[src/rtl/dmem_arbiter_if.sv]
// Bundle of CPU, DMA and dmem signals shared by the data-memory arbiter.
// The slave side is the arbiter; the master side is everything around it.
interface dmem_arbiter_if #(
    parameter int AW = 14
) ();
    logic          cpu_req;
    logic          cpu_we;
    logic [1:0]    cpu_size;
    logic          cpu_unsigned;
    logic [AW-1:0] cpu_addr;
    logic [31:0]   cpu_wdata;
    logic [31:0]   cpu_rdata;
    logic          cpu_stall;
    logic          cpu_misalign;

    logic          dma_valid;
    logic          dma_ready;
    logic          dma_we;
    logic [3:0]    dma_be;
    logic [AW-1:0] dma_addr;
    logic [31:0]   dma_wdata;
    logic          dma_rvalid;
    logic [31:0]   dma_rdata;

    logic          mem_en;
    logic [3:0]    mem_we;
    logic [AW-1:0] mem_addr;
    logic [31:0]   mem_din;
    logic [31:0]   mem_dout;

    modport slave (
        input  cpu_req, cpu_we, cpu_size, cpu_unsigned, cpu_addr, cpu_wdata,
        output cpu_rdata, cpu_stall, cpu_misalign,
        input  dma_valid, dma_we, dma_be, dma_addr, dma_wdata,
        output dma_ready, dma_rvalid, dma_rdata,
        output mem_en, mem_we, mem_addr, mem_din,
        input  mem_dout
    );

    modport master (
        output cpu_req, cpu_we, cpu_size, cpu_unsigned, cpu_addr, cpu_wdata,
        input  cpu_rdata, cpu_stall, cpu_misalign,
        output dma_valid, dma_we, dma_be, dma_addr, dma_wdata,
        input  dma_ready, dma_rvalid, dma_rdata,
        input  mem_en, mem_we, mem_addr, mem_din,
        output mem_dout
    );
endinterface

[src/rtl/dmem_arbiter.sv]
// Shares the single dmem port between the CPU load/store unit (priority) and a
// DMA loader, with CPU sub-word lane handling and a DMA starvation bound.
module dmem_arbiter #(
    parameter int AW           = 14,
    parameter int STARVE_LIMIT = 8,
    parameter int CW           = 4
) (
    input logic           clk,
    input logic           rst_n,
    dmem_arbiter_if.slave bus
);
    localparam logic [CW-1:0] LIMIT = CW'(STARVE_LIMIT);

    logic [CW-1:0] starve_cnt;
    logic          force_dma;
    logic          gnt_dma;
    logic          gnt_cpu;
    logic          misaligned;
    logic [1:0]    off;
    logic [31:0]   lane;
    logic          rd_vld_p1;
    logic [31:0]   rd_data_p1;

    function automatic logic is_misaligned(input logic [1:0] size, input logic [1:0] a);
        case (size)
            2'd0:    return 1'b0;
            2'd1:    return a[0];
            default: return a != 2'd0;
        endcase
    endfunction

    function automatic logic [3:0] store_be(input logic [1:0] size, input logic [1:0] a);
        case (size)
            2'd0:    return 4'b0001 << a;
            2'd1:    return 4'b0011 << a;
            default: return 4'b1111;
        endcase
    endfunction

    function automatic logic [31:0] store_replicate(input logic [1:0] size, input logic [31:0] wd);
        case (size)
            2'd0:    return {4{wd[7:0]}};
            2'd1:    return {2{wd[15:0]}};
            default: return wd;
        endcase
    endfunction

    function automatic logic [31:0] load_extend(input logic [1:0] size, input logic uns,
                                                input logic [31:0] ln);
        logic signed [7:0]  b;
        logic signed [15:0] h;
        logic signed [31:0] s;
        b = ln[7:0];
        h = ln[15:0];
        case (size)
            2'd0: begin
                s = b;
                return uns ? {24'b0, ln[7:0]} : s;
            end
            2'd1: begin
                s = h;
                return uns ? {16'b0, ln[15:0]} : s;
            end
            default: return ln;
        endcase
    endfunction

    // Grant: CPU wins unless DMA has been starved up to the limit.
    always_comb begin
        force_dma = bus.dma_valid && (starve_cnt == LIMIT);
        gnt_dma   = bus.dma_valid && (!bus.cpu_req || force_dma);
        gnt_cpu   = bus.cpu_req && !gnt_dma;
    end

    assign off              = bus.cpu_addr[1:0];
    assign misaligned       = is_misaligned(bus.cpu_size, off);
    assign lane             = bus.mem_dout >> {off, 3'b000};
    assign bus.cpu_misalign = bus.cpu_req && misaligned;
    assign bus.cpu_stall    = bus.cpu_req && gnt_dma;
    assign bus.dma_ready    = gnt_dma;
    assign bus.dma_rvalid   = rd_vld_p1;
    assign bus.dma_rdata    = rd_data_p1;

    always_comb begin
        bus.mem_en    = gnt_cpu || gnt_dma;
        bus.mem_we    = 4'b0000;
        bus.mem_addr  = bus.cpu_addr;
        bus.mem_din   = store_replicate(bus.cpu_size, bus.cpu_wdata);
        bus.cpu_rdata = 32'h0;
        if (gnt_dma) begin
            bus.mem_addr = bus.dma_addr;
            bus.mem_din  = bus.dma_wdata;
            bus.mem_we   = bus.dma_we ? bus.dma_be : 4'b0000;
        end else if (gnt_cpu && !misaligned) begin
            if (bus.cpu_we)
                bus.mem_we = store_be(bus.cpu_size, off);
            else
                bus.cpu_rdata = load_extend(bus.cpu_size, bus.cpu_unsigned, lane);
        end
    end

    // p1: starvation count and registered DMA read return
    always_ff @(posedge clk or negedge rst_n) begin
        if (!rst_n) begin
            starve_cnt <= '0;
            rd_vld_p1  <= 1'b0;
            rd_data_p1 <= 32'h0;
        end else begin
            if (!bus.dma_valid || gnt_dma)
                starve_cnt <= '0;
            else if (starve_cnt != LIMIT)
                starve_cnt <= starve_cnt + CW'(1);
            rd_vld_p1 <= gnt_dma && !bus.dma_we;
            if (gnt_dma && !bus.dma_we)
                rd_data_p1 <= bus.mem_dout;
        end
    end
endmodule

[src/flat_wrapper.sv]
// flat-port wrapper written by rule: the top's interface ports become plain ports
module dmem_arbiter_flat 
#(
    parameter int AW           = 14,
    parameter int STARVE_LIMIT = 8,
    parameter int CW           = 4
)
  (clk, rst_n, bus_cpu_req, bus_cpu_we, bus_cpu_size, bus_cpu_unsigned, bus_cpu_addr, bus_cpu_wdata, bus_cpu_rdata, bus_cpu_stall, bus_cpu_misalign, bus_dma_valid, bus_dma_we, bus_dma_be, bus_dma_addr, bus_dma_wdata, bus_dma_ready, bus_dma_rvalid, bus_dma_rdata, bus_mem_en, bus_mem_we, bus_mem_addr, bus_mem_din, bus_mem_dout);
  dmem_arbiter_if #(.AW(AW)) bus_i ();
  input logic clk;
  input logic rst_n;
  input wire logic [$bits(bus_i.cpu_req)-1:0] bus_cpu_req;
  input wire logic [$bits(bus_i.cpu_we)-1:0] bus_cpu_we;
  input wire logic [$bits(bus_i.cpu_size)-1:0] bus_cpu_size;
  input wire logic [$bits(bus_i.cpu_unsigned)-1:0] bus_cpu_unsigned;
  input wire logic [$bits(bus_i.cpu_addr)-1:0] bus_cpu_addr;
  input wire logic [$bits(bus_i.cpu_wdata)-1:0] bus_cpu_wdata;
  output wire logic [$bits(bus_i.cpu_rdata)-1:0] bus_cpu_rdata;
  output wire logic [$bits(bus_i.cpu_stall)-1:0] bus_cpu_stall;
  output wire logic [$bits(bus_i.cpu_misalign)-1:0] bus_cpu_misalign;
  input wire logic [$bits(bus_i.dma_valid)-1:0] bus_dma_valid;
  input wire logic [$bits(bus_i.dma_we)-1:0] bus_dma_we;
  input wire logic [$bits(bus_i.dma_be)-1:0] bus_dma_be;
  input wire logic [$bits(bus_i.dma_addr)-1:0] bus_dma_addr;
  input wire logic [$bits(bus_i.dma_wdata)-1:0] bus_dma_wdata;
  output wire logic [$bits(bus_i.dma_ready)-1:0] bus_dma_ready;
  output wire logic [$bits(bus_i.dma_rvalid)-1:0] bus_dma_rvalid;
  output wire logic [$bits(bus_i.dma_rdata)-1:0] bus_dma_rdata;
  output wire logic [$bits(bus_i.mem_en)-1:0] bus_mem_en;
  output wire logic [$bits(bus_i.mem_we)-1:0] bus_mem_we;
  output wire logic [$bits(bus_i.mem_addr)-1:0] bus_mem_addr;
  output wire logic [$bits(bus_i.mem_din)-1:0] bus_mem_din;
  input wire logic [$bits(bus_i.mem_dout)-1:0] bus_mem_dout;
  assign bus_i.cpu_req = bus_cpu_req;
  assign bus_i.cpu_we = bus_cpu_we;
  assign bus_i.cpu_size = bus_cpu_size;
  assign bus_i.cpu_unsigned = bus_cpu_unsigned;
  assign bus_i.cpu_addr = bus_cpu_addr;
  assign bus_i.cpu_wdata = bus_cpu_wdata;
  assign bus_cpu_rdata = bus_i.cpu_rdata;
  assign bus_cpu_stall = bus_i.cpu_stall;
  assign bus_cpu_misalign = bus_i.cpu_misalign;
  assign bus_i.dma_valid = bus_dma_valid;
  assign bus_i.dma_we = bus_dma_we;
  assign bus_i.dma_be = bus_dma_be;
  assign bus_i.dma_addr = bus_dma_addr;
  assign bus_i.dma_wdata = bus_dma_wdata;
  assign bus_dma_ready = bus_i.dma_ready;
  assign bus_dma_rvalid = bus_i.dma_rvalid;
  assign bus_dma_rdata = bus_i.dma_rdata;
  assign bus_mem_en = bus_i.mem_en;
  assign bus_mem_we = bus_i.mem_we;
  assign bus_mem_addr = bus_i.mem_addr;
  assign bus_mem_din = bus_i.mem_din;
  assign bus_i.mem_dout = bus_mem_dout;
  dmem_arbiter #(.AW(AW), .STARVE_LIMIT(STARVE_LIMIT), .CW(CW)) u_core (.clk(clk), .rst_n(rst_n), .bus(bus_i));
endmodule
[config.mk]
export PLATFORM = sky130hd
export DESIGN_NAME = dmem_arbiter_flat
export DESIGN_NICKNAME = d
export VERILOG_FILES = /design/src/rtl/dmem_arbiter_if.sv /design/src/rtl/dmem_arbiter.sv /design/src/flat_wrapper.sv
export SDC_FILE = /design/constraint.sdc
export NUM_CORES = 1
export LEC_CHECK = 0
export BUFFER_PORTS_ARGS = -buffer_cell sky130_fd_sc_hd__buf_2
export CORE_AREA = 2 2 99 101
export DETAILED_ROUTE_END_ITERATION = 7
export DIE_AREA = 0 0 101 103
export GPL_ROUTABILITY_DRIVEN = 0
export GPL_TIMING_DRIVEN = 0
export PLACE_DENSITY = 0.83
export SLEW_MARGIN = 20
export SYNTH_ARGS = -nofsm -noshare
export SYNTH_HDL_FRONTEND = slang
export SYNTH_SLANG_ARGS = --single-unit
[constraint.sdc]
create_clock -name clk -period 2.55 [get_ports clk]
set_input_delay 0.255 -clock clk [delete_from_list [all_inputs] [get_ports clk]]
set_output_delay 0.255 -clock clk [all_outputs]
set_load 0.05 [all_outputs]
==> flow_summary.toml <==
[timing]
maxSlewViolCount = 0
min_period_ns = 2.534
maxSlewHeadroom_pct = 43.15
hold_violations = 0
fin_setup_tns_ns = 0
setup_violations = 0
worstMarginPinSlew_ns = 0.8528
fmax_mhz = 394.6
clock_skew_ns = 0.004918
fin_crit_sh_pct = 99.39

[yosys]
synthArstFlopShare_pct = 100.0
muxShareOfSynthArea_pct = 34.59
synth_most_common_cell = "mux2i_1"
yosys.area_share.simple_pct = 12.79
synth_warnings = 0
yosys.area.top_type = "dfrtp_1"
syn_nets = 489
synthAdderAreaFrac_pct = 0.7593
synth_compound_area_share_pct = 16.70
synth-seq-cells = 37
synth_cell_types = 42
yosys-top-cells-count = "mux2i_1, o21ai_1, dfrtp_1"
ys_seq_area_share_pct = 28.09
ys.flop_type = "dfrtp_1"
synth_area_leaders = "dfrtp_1, mux2_4, mux2i_1"
syn_avg_cell_area_um2 = 9.416
synth_area_um2 = 3296
synth_top_family_by_area = "multiplexers"
synth-edff-count = 0
syn_inst = 350
synth_xor_area_share_pct = 1.329
synth_top_area_share_pct = 28.09

[run]
cap_violations = 0

[floorplanning]
coreArea_um2 = 9459
ios = 256
dieWidth_um = 101
initial_core_util_pct = 34.84
dieArea_um2 = 10400
rows = 36
die_h_um = 103

[power_and_ir_drop]
p_total_uw = 2672
p_per_area_nw_per_um2 = 536.5
peakVddDrop_uv = 332.5
leakagePower_uw = 0.002668

[drt]
first_iter_violations = 184
vias = 3868
drt_wl_total_um = 13650
drt_first_pass_iters = 5
wire_per_inst_um = 18.73
ant_nets = 0
avgViaCountPerCell = 5.306
drc_errors = 0

[setup_path]
worstPathArrival_ns = 2.28
path_max_fanout = 8
end_kind = "primary output"
crit_type = "reg2out"
worst_ep_required_time_ns = 2.30
cp-start-kind = "register"

[layout]
fin_util_pct = 52.65
nets = 753
n_fill_cell = 859
drive_above_1_share_pct = 53.82
antenna_cells = 0
areaGrowthSynthToFinish_pct = 51.10

[global_route]
antenna_found_initial = 0
grt_max_degree = 38
globalRouteOverflowTotal = 0
grt_pass1_wl_um = 19640
track_usage_pct = 24.31
grt_pass1_vias = 3720

[placed_design]
place_hpwl_um = 11130
port_buffers = 253

[clock_network]
cts_buffers = 5
cts_buffer_depth = 2
cts_tree = "yes"
clock_latency_ns = 0.28
clkSlewWorstSetupHoldPaths_ns = 0.08
htree_levels = 2
clkSinkCount = 37
clockRootBuffer = "clkbuf_8"

[status]
outcome = "finished clean"

[worst_hold_path]
worstHoldPathType = "in2async"
[final timing paths]
kind	startpoint	end	slack [ns]	cells past startpoint
worst max-delay path	u_core.starve_cnt[1]	bus_cpu_rdata[16]	0.02	9
worst max register to register	u_core.starve_cnt[1]	u_core.bus.dma_rdata[28]	0.60	8
min in group clk	bus_mem_dout[8]	u_core.bus.dma_rdata[8]	0.22	2
max in group asynchronous	rst_n	u_core.bus.dma_rdata[0]	1.94	1
worst min register to register	u_core.bus.dma_rdata[20]	u_core.bus.dma_rdata[20]	0.50	1
worst min-delay path	rst_n	u_core.bus.dma_rdata[20]	0.08	1
[stage by stage]
stage | std cells | hold WS, ns | instance area, µm² | worst slack, ns
floorplan | 350 | -0.04059 | 3316 | -0.08988
global placement | 717 | 0.3929 | 4725 | 0.2104
detailed placement | 717 | 0.4115 | 4725 | 0.1554
CTS | 726 | 0.1045 | 4907 | -0.007897
global route | 729 | 0.1466 | 4980 | -0.008155
finish | 729 | 0.07667 | 4980 | 0.01556
[placed cells by master, fill, tap and decap left out, drive strengths merged, types with 3 or more instances in the layout]
| cell type | count |
|---|---|
| nand3 | 6 |
| or2 | 3 |
| nor2 | 22 |
| clkbuf | 19 |
| mux2 | 56 |
| a211oi | 15 |
| o31ai | 3 |
| and3 | 3 |
| dfrtp | 37 |
| and2 | 7 |
| a21o | 8 |
| nand2 | 27 |
| mux2i | 40 |
| a21oi | 19 |
| inv | 3 |
| buf | 275 |
| xnor2 | 4 |
| nor2b | 9 |
| o21ai | 41 |
[flip-flops by register name, summed over array words and instances (netlist names)]
name                   cells
u_core.starve_cnt          4
u_core.bus.dma_rdata      32
u_core.bus.dma_rvalid      1
[per-layer routing]
metal	wire length, µm	global-route usage [%]	share of wire, %
met4	326	8.316	2.4
met5	0	0	0
met3	866	3.729	6.3
met2	6917	44.15	51
met1	5543	29.32	41
[critical path, cell delays in order, from the launching register on]
cell	delay [ns]
dfrtp_1	0.39
inv_1	0.07
ha_1	0.18
and3b_4	0.21
a211oi_4	0.23
buf_4	0.17
nand4b_1	0.12
buf_4	0.20
o21ai_1	0.13
clkbuf_4	0.28
[where the power goes]
part	leakage [µW]	total [µW]	internal, µW	switching (µW)
logic	0.00217	1490	461	1030
registers	0.000447	743	686	57.3
clock network	0.0000512	434	219	215
total	0.00267	2670	1370	1310
[area by class of cell]
type | instances | area [µm²] | share of cell area, %
Sequential cell | 37 | 925.9 | 18.59
Clock inverter | 2 | 13.76 | 0.2764
Tap cell | 114 | 142.6 | 2.864
Multi-Input combinational cell | 279 | 2228 | 44.75
Clock buffer | 6 | 82.58 | 1.658
Buffer | 31 | 201.4 | 4.045
Timing Repair Buffer | 257 | 1374 | 27.59
Inverter | 3 | 11.26 | 0.2261
[cell families after synthesis]
group	Yosys count
flops	37
fa+ha+maj	2
simple gates	85
buf+inv	34
xor+xnor	5
mux	96
compound gates	91
[timing repair]
action	in CTS	in global routing
pin swaps	2	1
hold buffers	0	0
resized for setup	28	15
setup endpoints to repair	63	60
setup buffers	1	3
(Power assumes the default switching activity.)
